**src/rtl/timer_pkg.sv**
```systemverilog
// Shared register map, CTRL bit positions and prescale helper for the
// multi-channel countdown timer.
package timer_pkg;

  localparam logic [1:0] REG_COUNT  = 2'd0;
  localparam logic [1:0] REG_RELOAD = 2'd1;
  localparam logic [1:0] REG_CTRL   = 2'd2;
  localparam logic [1:0] REG_STATUS = 2'd3;

  localparam int CTRL_EN   = 0;
  localparam int CTRL_AUTO = 1;
  localparam int CTRL_IE   = 2;
  localparam int CTRL_EXP  = 3;

  function automatic int calc_prescale(input int clock_frequency, input int ticks_per_second);
    return clock_frequency / ticks_per_second;
  endfunction

endpackage

```
**src/rtl/timer_multi_if.sv**
```systemverilog
// Peripheral-bus port bundle of the timer: register access plus interrupt.
interface timer_multi_if #(
  parameter int ADDR_WIDTH = 4,
  parameter int WIDTH      = 16
);
  // No handshake: a write is accepted on the clk edge where en & wr_en = 1;
  // data_out is a zero-latency combinational read of addr while en = 1, 0 otherwise.
  logic                  en;
  logic                  wr_en;
  logic [ADDR_WIDTH-1:0] addr;
  logic [WIDTH-1:0]      data_in;
  logic [WIDTH-1:0]      data_out;
  logic                  irq;

  modport master (output en, wr_en, addr, data_in, input data_out, irq);
  modport slave  (input en, wr_en, addr, data_in, output data_out, irq);
endinterface

```
**src/rtl/timer_channel.sv**
```systemverilog
// One countdown channel: COUNT/RELOAD/CTRL state, tick handling and the
// sticky expiry flag.
module timer_channel
  import timer_pkg::*;
#(
  parameter int WIDTH = 16
) (
  input  logic             clk,
  input  logic             rst_n,
  input  logic             i_tick,
  input  logic             i_wr_count,
  input  logic             i_wr_reload,
  input  logic             i_wr_ctrl,
  input  logic [WIDTH-1:0] i_data,
  output logic [WIDTH-1:0] o_count,
  output logic [WIDTH-1:0] o_reload,
  output logic [3:0]       o_ctrl,
  output logic             o_exp,
  output logic             o_ie
);

  logic [WIDTH-1:0] r_count;
  logic [WIDTH-1:0] r_reload;
  logic             r_en;
  logic             r_auto;
  logic             r_ie;
  logic             r_exp;
  logic             w_apply;
  logic             w_expire;

  // A COUNT write in the tick cycle swallows that tick for this channel.
  assign w_apply  = i_tick & r_en & ~i_wr_count;
  assign w_expire = w_apply & (r_count == WIDTH'(1));

  always_ff @(posedge clk or negedge rst_n) begin
    if (!rst_n) begin
      r_count  <= '0;
      r_reload <= '0;
      r_en     <= 1'b0;
      r_auto   <= 1'b0;
      r_ie     <= 1'b0;
      r_exp    <= 1'b0;
    end else begin
      if (i_wr_count) begin
        r_count <= i_data;
      end else if (w_apply) begin
        if (r_count == WIDTH'(1)) begin
          r_count <= (r_auto && (r_reload != '0)) ? r_reload : '0;
        end else if (r_count != '0) begin
          r_count <= r_count - WIDTH'(1);
        end
      end
      if (i_wr_reload) begin
        r_reload <= i_data;
      end
      if (i_wr_ctrl) begin
        r_en   <= i_data[CTRL_EN];
        r_auto <= i_data[CTRL_AUTO];
        r_ie   <= i_data[CTRL_IE];
      end
      // Expiry set takes priority over a simultaneous W1C.
      r_exp <= w_expire | (r_exp & ~(i_wr_ctrl & i_data[CTRL_EXP]));
    end
  end

  assign o_count  = r_count;
  assign o_reload = r_reload;
  assign o_ctrl   = {r_exp, r_ie, r_auto, r_en};
  assign o_exp    = r_exp;
  assign o_ie     = r_ie;

endmodule

```
**src/rtl/timer_multi.sv**
```systemverilog
// Multi-channel memory-mapped countdown timer: shared prescaler, address
// decode, combinational read mux and registered level interrupt.
module timer_multi
  import timer_pkg::*;
#(
  parameter int CLOCK_FREQUENCY  = 50_000_000,
  parameter int TICKS_PER_SECOND = 1000,
  parameter int NUM_CHANNELS     = 4,
  parameter int WIDTH            = 16,
  parameter int ADDR_WIDTH       = 4
) (
  input logic           clk,
  input logic           rst_n,
  timer_multi_if.slave  bus
);

  localparam int PRESCALE = calc_prescale(CLOCK_FREQUENCY, TICKS_PER_SECOND);
  localparam int PW       = $clog2(PRESCALE);
  localparam int CW       = (ADDR_WIDTH > 2) ? ADDR_WIDTH - 2 : 1;

  logic [PW-1:0]     r_presc;
  logic              r_irq;
  logic              w_tick;
  logic [CW-1:0]     w_chan;
  logic [1:0]        w_reg;
  logic              w_chan_ok;
  logic              w_wr;
  logic [WIDTH-1:0]  w_rdata;
  logic [WIDTH-1:0]  w_status;
  logic [WIDTH-1:0]  w_count  [NUM_CHANNELS];
  logic [WIDTH-1:0]  w_reload [NUM_CHANNELS];
  logic [3:0]        w_ctrl   [NUM_CHANNELS];
  logic [NUM_CHANNELS-1:0] w_exp;
  logic [NUM_CHANNELS-1:0] w_ie;

  assign w_tick = (r_presc == PW'(PRESCALE - 1));

  // Free-running; bus traffic never touches it so tick phase is continuous.
  always_ff @(posedge clk or negedge rst_n) begin
    if (!rst_n) begin
      r_presc <= '0;
    end else if (w_tick) begin
      r_presc <= '0;
    end else begin
      r_presc <= r_presc + PW'(1);
    end
  end

  generate
    if (ADDR_WIDTH > 2) begin : g_chan_addr
      assign w_chan = bus.addr[ADDR_WIDTH-1:2];
    end else begin : g_chan_zero
      assign w_chan = '0;
    end
  endgenerate

  assign w_reg     = bus.addr[1:0];
  assign w_chan_ok = (int'(w_chan) < NUM_CHANNELS);
  assign w_wr      = bus.en & bus.wr_en & w_chan_ok;

  generate
    for (genvar g = 0; g < NUM_CHANNELS; g++) begin : g_ch
      localparam logic [CW-1:0] CH = CW'(g);
      logic w_sel;
      assign w_sel = w_wr & (w_chan == CH);

      timer_channel #(.WIDTH(WIDTH)) u_ch (
        .clk         (clk),
        .rst_n       (rst_n),
        .i_tick      (w_tick),
        .i_wr_count  (w_sel & (w_reg == REG_COUNT)),
        .i_wr_reload (w_sel & (w_reg == REG_RELOAD)),
        .i_wr_ctrl   (w_sel & (w_reg == REG_CTRL)),
        .i_data      (bus.data_in),
        .o_count     (w_count[g]),
        .o_reload    (w_reload[g]),
        .o_ctrl      (w_ctrl[g]),
        .o_exp       (w_exp[g]),
        .o_ie        (w_ie[g])
      );
    end
  endgenerate

  always_comb begin
    w_status = '0;
    w_status[NUM_CHANNELS-1:0] = w_exp;
    w_rdata = '0;
    if (bus.en && w_chan_ok) begin
      for (int i = 0; i < NUM_CHANNELS; i++) begin
        if (int'(w_chan) == i) begin
          case (w_reg)
            REG_COUNT:  w_rdata = w_count[i];
            REG_RELOAD: w_rdata = w_reload[i];
            REG_CTRL:   w_rdata = WIDTH'(w_ctrl[i]);
            default:    w_rdata = w_status;
          endcase
        end
      end
    end
  end

  always_ff @(posedge clk or negedge rst_n) begin
    if (!rst_n) begin
      r_irq <= 1'b0;
    end else begin
      r_irq <= |(w_exp & w_ie);
    end
  end

  assign bus.data_out = w_rdata;
  assign bus.irq      = r_irq;

endmodule
```
**src/flat_wrapper.sv**
```systemverilog
// flat-port wrapper written by rule: the top's interface ports become plain ports
module timer_multi_flat import timer_pkg::*;
#(
  parameter int CLOCK_FREQUENCY  = 50_000_000,
  parameter int TICKS_PER_SECOND = 1000,
  parameter int NUM_CHANNELS     = 4,
  parameter int WIDTH            = 16,
  parameter int ADDR_WIDTH       = 4
)
  (clk, rst_n, bus_en, bus_wr_en, bus_addr, bus_data_in, bus_data_out, bus_irq);
  timer_multi_if #(.ADDR_WIDTH(ADDR_WIDTH), .WIDTH(WIDTH)) bus_i ();
  input logic clk;
  input logic rst_n;
  input wire logic [$bits(bus_i.en)-1:0] bus_en;
  input wire logic [$bits(bus_i.wr_en)-1:0] bus_wr_en;
  input wire logic [$bits(bus_i.addr)-1:0] bus_addr;
  input wire logic [$bits(bus_i.data_in)-1:0] bus_data_in;
  output wire logic [$bits(bus_i.data_out)-1:0] bus_data_out;
  output wire logic [$bits(bus_i.irq)-1:0] bus_irq;
  assign bus_i.en = bus_en;
  assign bus_i.wr_en = bus_wr_en;
  assign bus_i.addr = bus_addr;
  assign bus_i.data_in = bus_data_in;
  assign bus_data_out = bus_i.data_out;
  assign bus_irq = bus_i.irq;
  timer_multi #(.CLOCK_FREQUENCY(CLOCK_FREQUENCY), .TICKS_PER_SECOND(TICKS_PER_SECOND), .NUM_CHANNELS(NUM_CHANNELS), .WIDTH(WIDTH), .ADDR_WIDTH(ADDR_WIDTH)) u_core (.clk(clk), .rst_n(rst_n), .bus(bus_i));
endmodule
```
**config.mk**
```make
export PLATFORM = sky130hd
export DESIGN_NAME = timer_multi_flat
export DESIGN_NICKNAME = d
export VERILOG_FILES = /design/src/rtl/timer_pkg.sv /design/src/rtl/timer_multi_if.sv /design/src/rtl/timer_channel.sv /design/src/rtl/timer_multi.sv /design/src/flat_wrapper.sv
export SDC_FILE = /design/constraint.sdc
export NUM_CORES = 1
export LEC_CHECK = 0
export BUFFER_PORTS_ARGS = -buffer_cell sky130_fd_sc_hd__buf_2
export CAP_MARGIN = 20
export CORE_MARGIN = 2
export CORE_UTILIZATION = 45
export DETAILED_ROUTE_END_ITERATION = 8
export HOLD_SLACK_MARGIN = 0.06
export PLACE_DENSITY = 0.7
export SETUP_SLACK_MARGIN = 0.4
export SLEW_MARGIN = 5
export SYNTH_ARGS = -nofsm -noshare
export SYNTH_HDL_FRONTEND = slang
export SYNTH_SLANG_ARGS = --single-unit
```
**constraint.sdc**
```tcl
create_clock -name clk -period 2.76 [get_ports clk]
set_input_delay 0.276 -clock clk [delete_from_list [all_inputs] [get_ports clk]]
set_output_delay 0.276 -clock clk [all_outputs]
set_load 0.01 [all_outputs]
```
==> metrics.yaml <==
status: "finished clean"
drt_iter0_markers: 1060
antenna_found_initial: 0
placement.io_buffers: 40
clock-skew-final_ps: 8.86
std_cell_rows: 55
p_leak_nw: 5.09
synth_edf_count: 0
clk_latency_ps: 440
setup.worst_path.class: "flip-flop to flip-flop"
die_width_um: 155
detail_route.wl_per_cell_um: 23.6
setup_viol: 0
min_period_over_period_pct: 86.3
ys_warn_count: 0
final-hold-violation-count: 0
grt_max_degree: 72
residual_drc_count: 0
layout.filler_cells: 1991
fin_tns_setup_ps: 0
yosys.cell_count.top_type: "dfrtp_1"
slew_headroom_pct: 49.0
cts_buffers: 17
detail-route-antenna-nets: 0
critical_path.max_fanout: 4
post-synth-top-area-fraction_pct: 39.2
place.detailed.hpwl_mm: 24.1
cp.arrival_ps: 2690
floorplan.initialDensity_pct: 45.6
synth-async-reset-ratio_pct: 100
tritoncts: "yes"
grt_util_all_layers_pct: 28.7
yosys_most_used_dff: "dfrtp_1"
holdCritPathClass: "input port to flip-flop"
via_count_of_the_first_global_routing_pass: 8920
period_minus_slack_ps: 2380
syn_area_mm2: 0.0103
clock_transition_at_the_registers_of_the_reported_paths_ps: 70
vdd.ir_drop.worst_v: 0.000393
htree_levels: 4
synth_area_leader_cell: "dfrtp_1"
max_cap_viol_count: 0
postSynthCellCount: 1086
floorplan.io_pins: 41
clk_path_buf_depth: 2
unrepaired_setup_endpoints_after_global_routing: "yes"
synth.top_cells.by_area: "dfrtp_1, mux2_2, mux4_2, nor2_1, mux2i_1"
report.final.slew_viol_count: 0
core_mm2: 0.0225
worstPathRequired_ps: 3070
synth_area_per_cell_um2: 9.45
numClockSinks: 161
vias: 9609
finalWirelength_mm: 34.7
dpl.cell_count: 1408
worstMarginPinSlew_ps: 765
final_layout_size_suffix_gt1_share_pct: 26.9
areaGrowthSynthToFinish_pct: 18.8
global_route_wire_length_before_repair_mm: 53.0
post_synth_most_frequent_cells: "dfrtp_1, nor2_1, nand2_1, mux2_2, o21ai_0"
route.detailed.vias_per_inst: 6.55
antenna_cells: 0
critical_path.endpoint_type: "flip-flop"
yosysSeqAreaShare_pct: 39.2
cellPowerDensity_mw_per_mm2: 643
start_kind: "flip-flop"
design.final.nets: 1206
floorplan.die.height_um: 155
floorplan.die_area_mm2: 0.0240
ys_ff_latch: 161
globalplace.congestion: 0.989
number_of_distinct_library_cells_after_synthesis: 64
postSynthNetCount: 1123
globalRoute.totalOverflow: 0
clock.fmax_ghz: 0.420
first_pass_iters: 6
post_layout_nonfiller_instances: 1467
cts.root.buffer_cell: "clkbuf_16"
## cells by family (layout without fill, tap and decap cells)
logic type,count (synthesis),after routing,share of synthesized area (%)
mux,127,127,15.5
flops,161,161,39.2
simple gates,392,394,20.3
fa+ha+maj,13,13,1.58
compound gates,250,251,15.3
xor+xnor,56,56,4.78
buf+inv,87,180,3.28
## cell usage in the layout (no fill, tap or decap), types with 5 or more instances in the layout
cell type,netlist,routed
nand4b_1,7,7
nor3_1,30,28
nand4_1,20,20
mux2_2,73,73
nor3b_1,5,5
mux2i_1,36,35
buf_2,7,41
nand2_1,82,80
a21oi_1,62,55
and3_1,20,17
o31ai_1,8,6
o21ai_1,0,14
mux4_2,18,18
o211ai_1,9,9
a31oi_1,27,26
nand3b_1,14,14
a21oi_2,0,7
buf_4,0,74
or3_1,13,11
clkbuf_16,0,17
o21ai_0,69,54
nand3_1,33,33
a22oi_1,24,22
nor2b_1,6,5
xnor2_1,27,27
nor2_1,99,96
xor2_1,29,29
buf_6,0,8
inv_6,0,6
a211oi_2,0,5
ha_1,13,13
a211oi_1,11,6
dfrtp_1,161,157
inv_1,21,21
nor4_1,33,31
## critical path, cell delays in order, from the launching register on
cell	delay [ps]
dfrtp_1	410
or4bb_4	610
nor4_4	260
buf_4	180
o311ai_2	120
nand2b_4	170
buf_4	130
a311oi_1	290
a21oi_1	80
## per-stage QoR
stage	setup WS (ps)	utilization [%]	power [mW]	area [µm²]	hold WS, ps
after floorplan	385	-	4.57	10300	-19.6
after global placement	232	49.3	5.31	11100	348
after detailed placement	220	49.3	5.34	11100	356
after CTS	371	52.7	7.73	11900	212
after global routing	242	54.2	8.21	12200	224
final	377	54.2	7.84	12200	232
## flip-flops by register name, summed over array words and instances, names as in the netlist
register	flops
u_core.g_ch.u_ch.o_count	64
u_core.bus.irq	1
u_core.g_ch.u_ch.o_ie	4
u_core.g_ch.u_ch.o_reload	64
u_core.g_ch.u_ch.r_auto	4
u_core.g_ch.u_ch.r_en	4
u_core.r_presc	16
u_core.g_ch.u_ch.o_exp	4
## what timing repair did
action	in CTS	in global routing
cloned	2	3
pin swaps	7	18
hold buffers	1	0
gates resized for setup	18	65
endpoints found under the hold margin	69	0
setup endpoints to repair	47	56
buffers inserted	8	13
## layout make-up
type / instances / area, µm² / area share, %
tap: 285 / 357 / 2.93
sequential: 161 / 4030 / 33.1
timing repair buffer: 127 / 921 / 7.55
multi-input combinational: 841 / 6220 / 51.1
inverter: 21 / 78.8 / 0.647
clock inverter: 12 / 120 / 0.985
clock buffer: 20 / 457 / 3.75
## layer usage
layer	routed length (µm)	part of all wire [%]	track usage (%)	vias up
met2	15500	45	43.2	540
met4	1660	4.8	13.2	0
met3	3530	10	5.38	101
met1	14000	40	40.4	4715
met5	0	0	0	-
li1	-	-	-	4253
## worst paths after layout
| path | from | to | slack (ps) | cells past startpoint |
|---|---|---|---|---|
| max | u_core.r_presc[12]$_DFF_PN0_ | u_core.g_ch[2].u_ch.o_count[13]$_DFFE_PN0P_ | 380 | 8 |
| min | bus_data_in[4] | u_core.g_ch[2].u_ch.o_count[4]$_DFFE_PN0P_ | 230 | 3 |
| max reg2reg | u_core.r_presc[12]$_DFF_PN0_ | u_core.g_ch[2].u_ch.o_count[13]$_DFFE_PN0P_ | 380 | 8 |
| min reg2reg | u_core.r_presc[0]$_DFF_PN0_ | u_core.r_presc[0]$_DFF_PN0_ | 460 | 1 |
| max in group asynchronous | rst_n | u_core.g_ch[3].u_ch.o_count[4]$_DFFE_PN0P_ | 1590 | 3 |
| min in group asynchronous | rst_n | u_core.g_ch[1].u_ch.o_reload[11]$_DFFE_PN0P_ | 450 | 2 |
## report_power, final
part           switching (mW)  internal, mW  total, mW
Clock                    1.05          1.32       2.37
Sequential              0.764          2.78       3.54
Combinational           0.991         0.944       1.94
Total                    2.81          5.04       7.84
No activity file was read; power rests on OpenSTA's default activity.
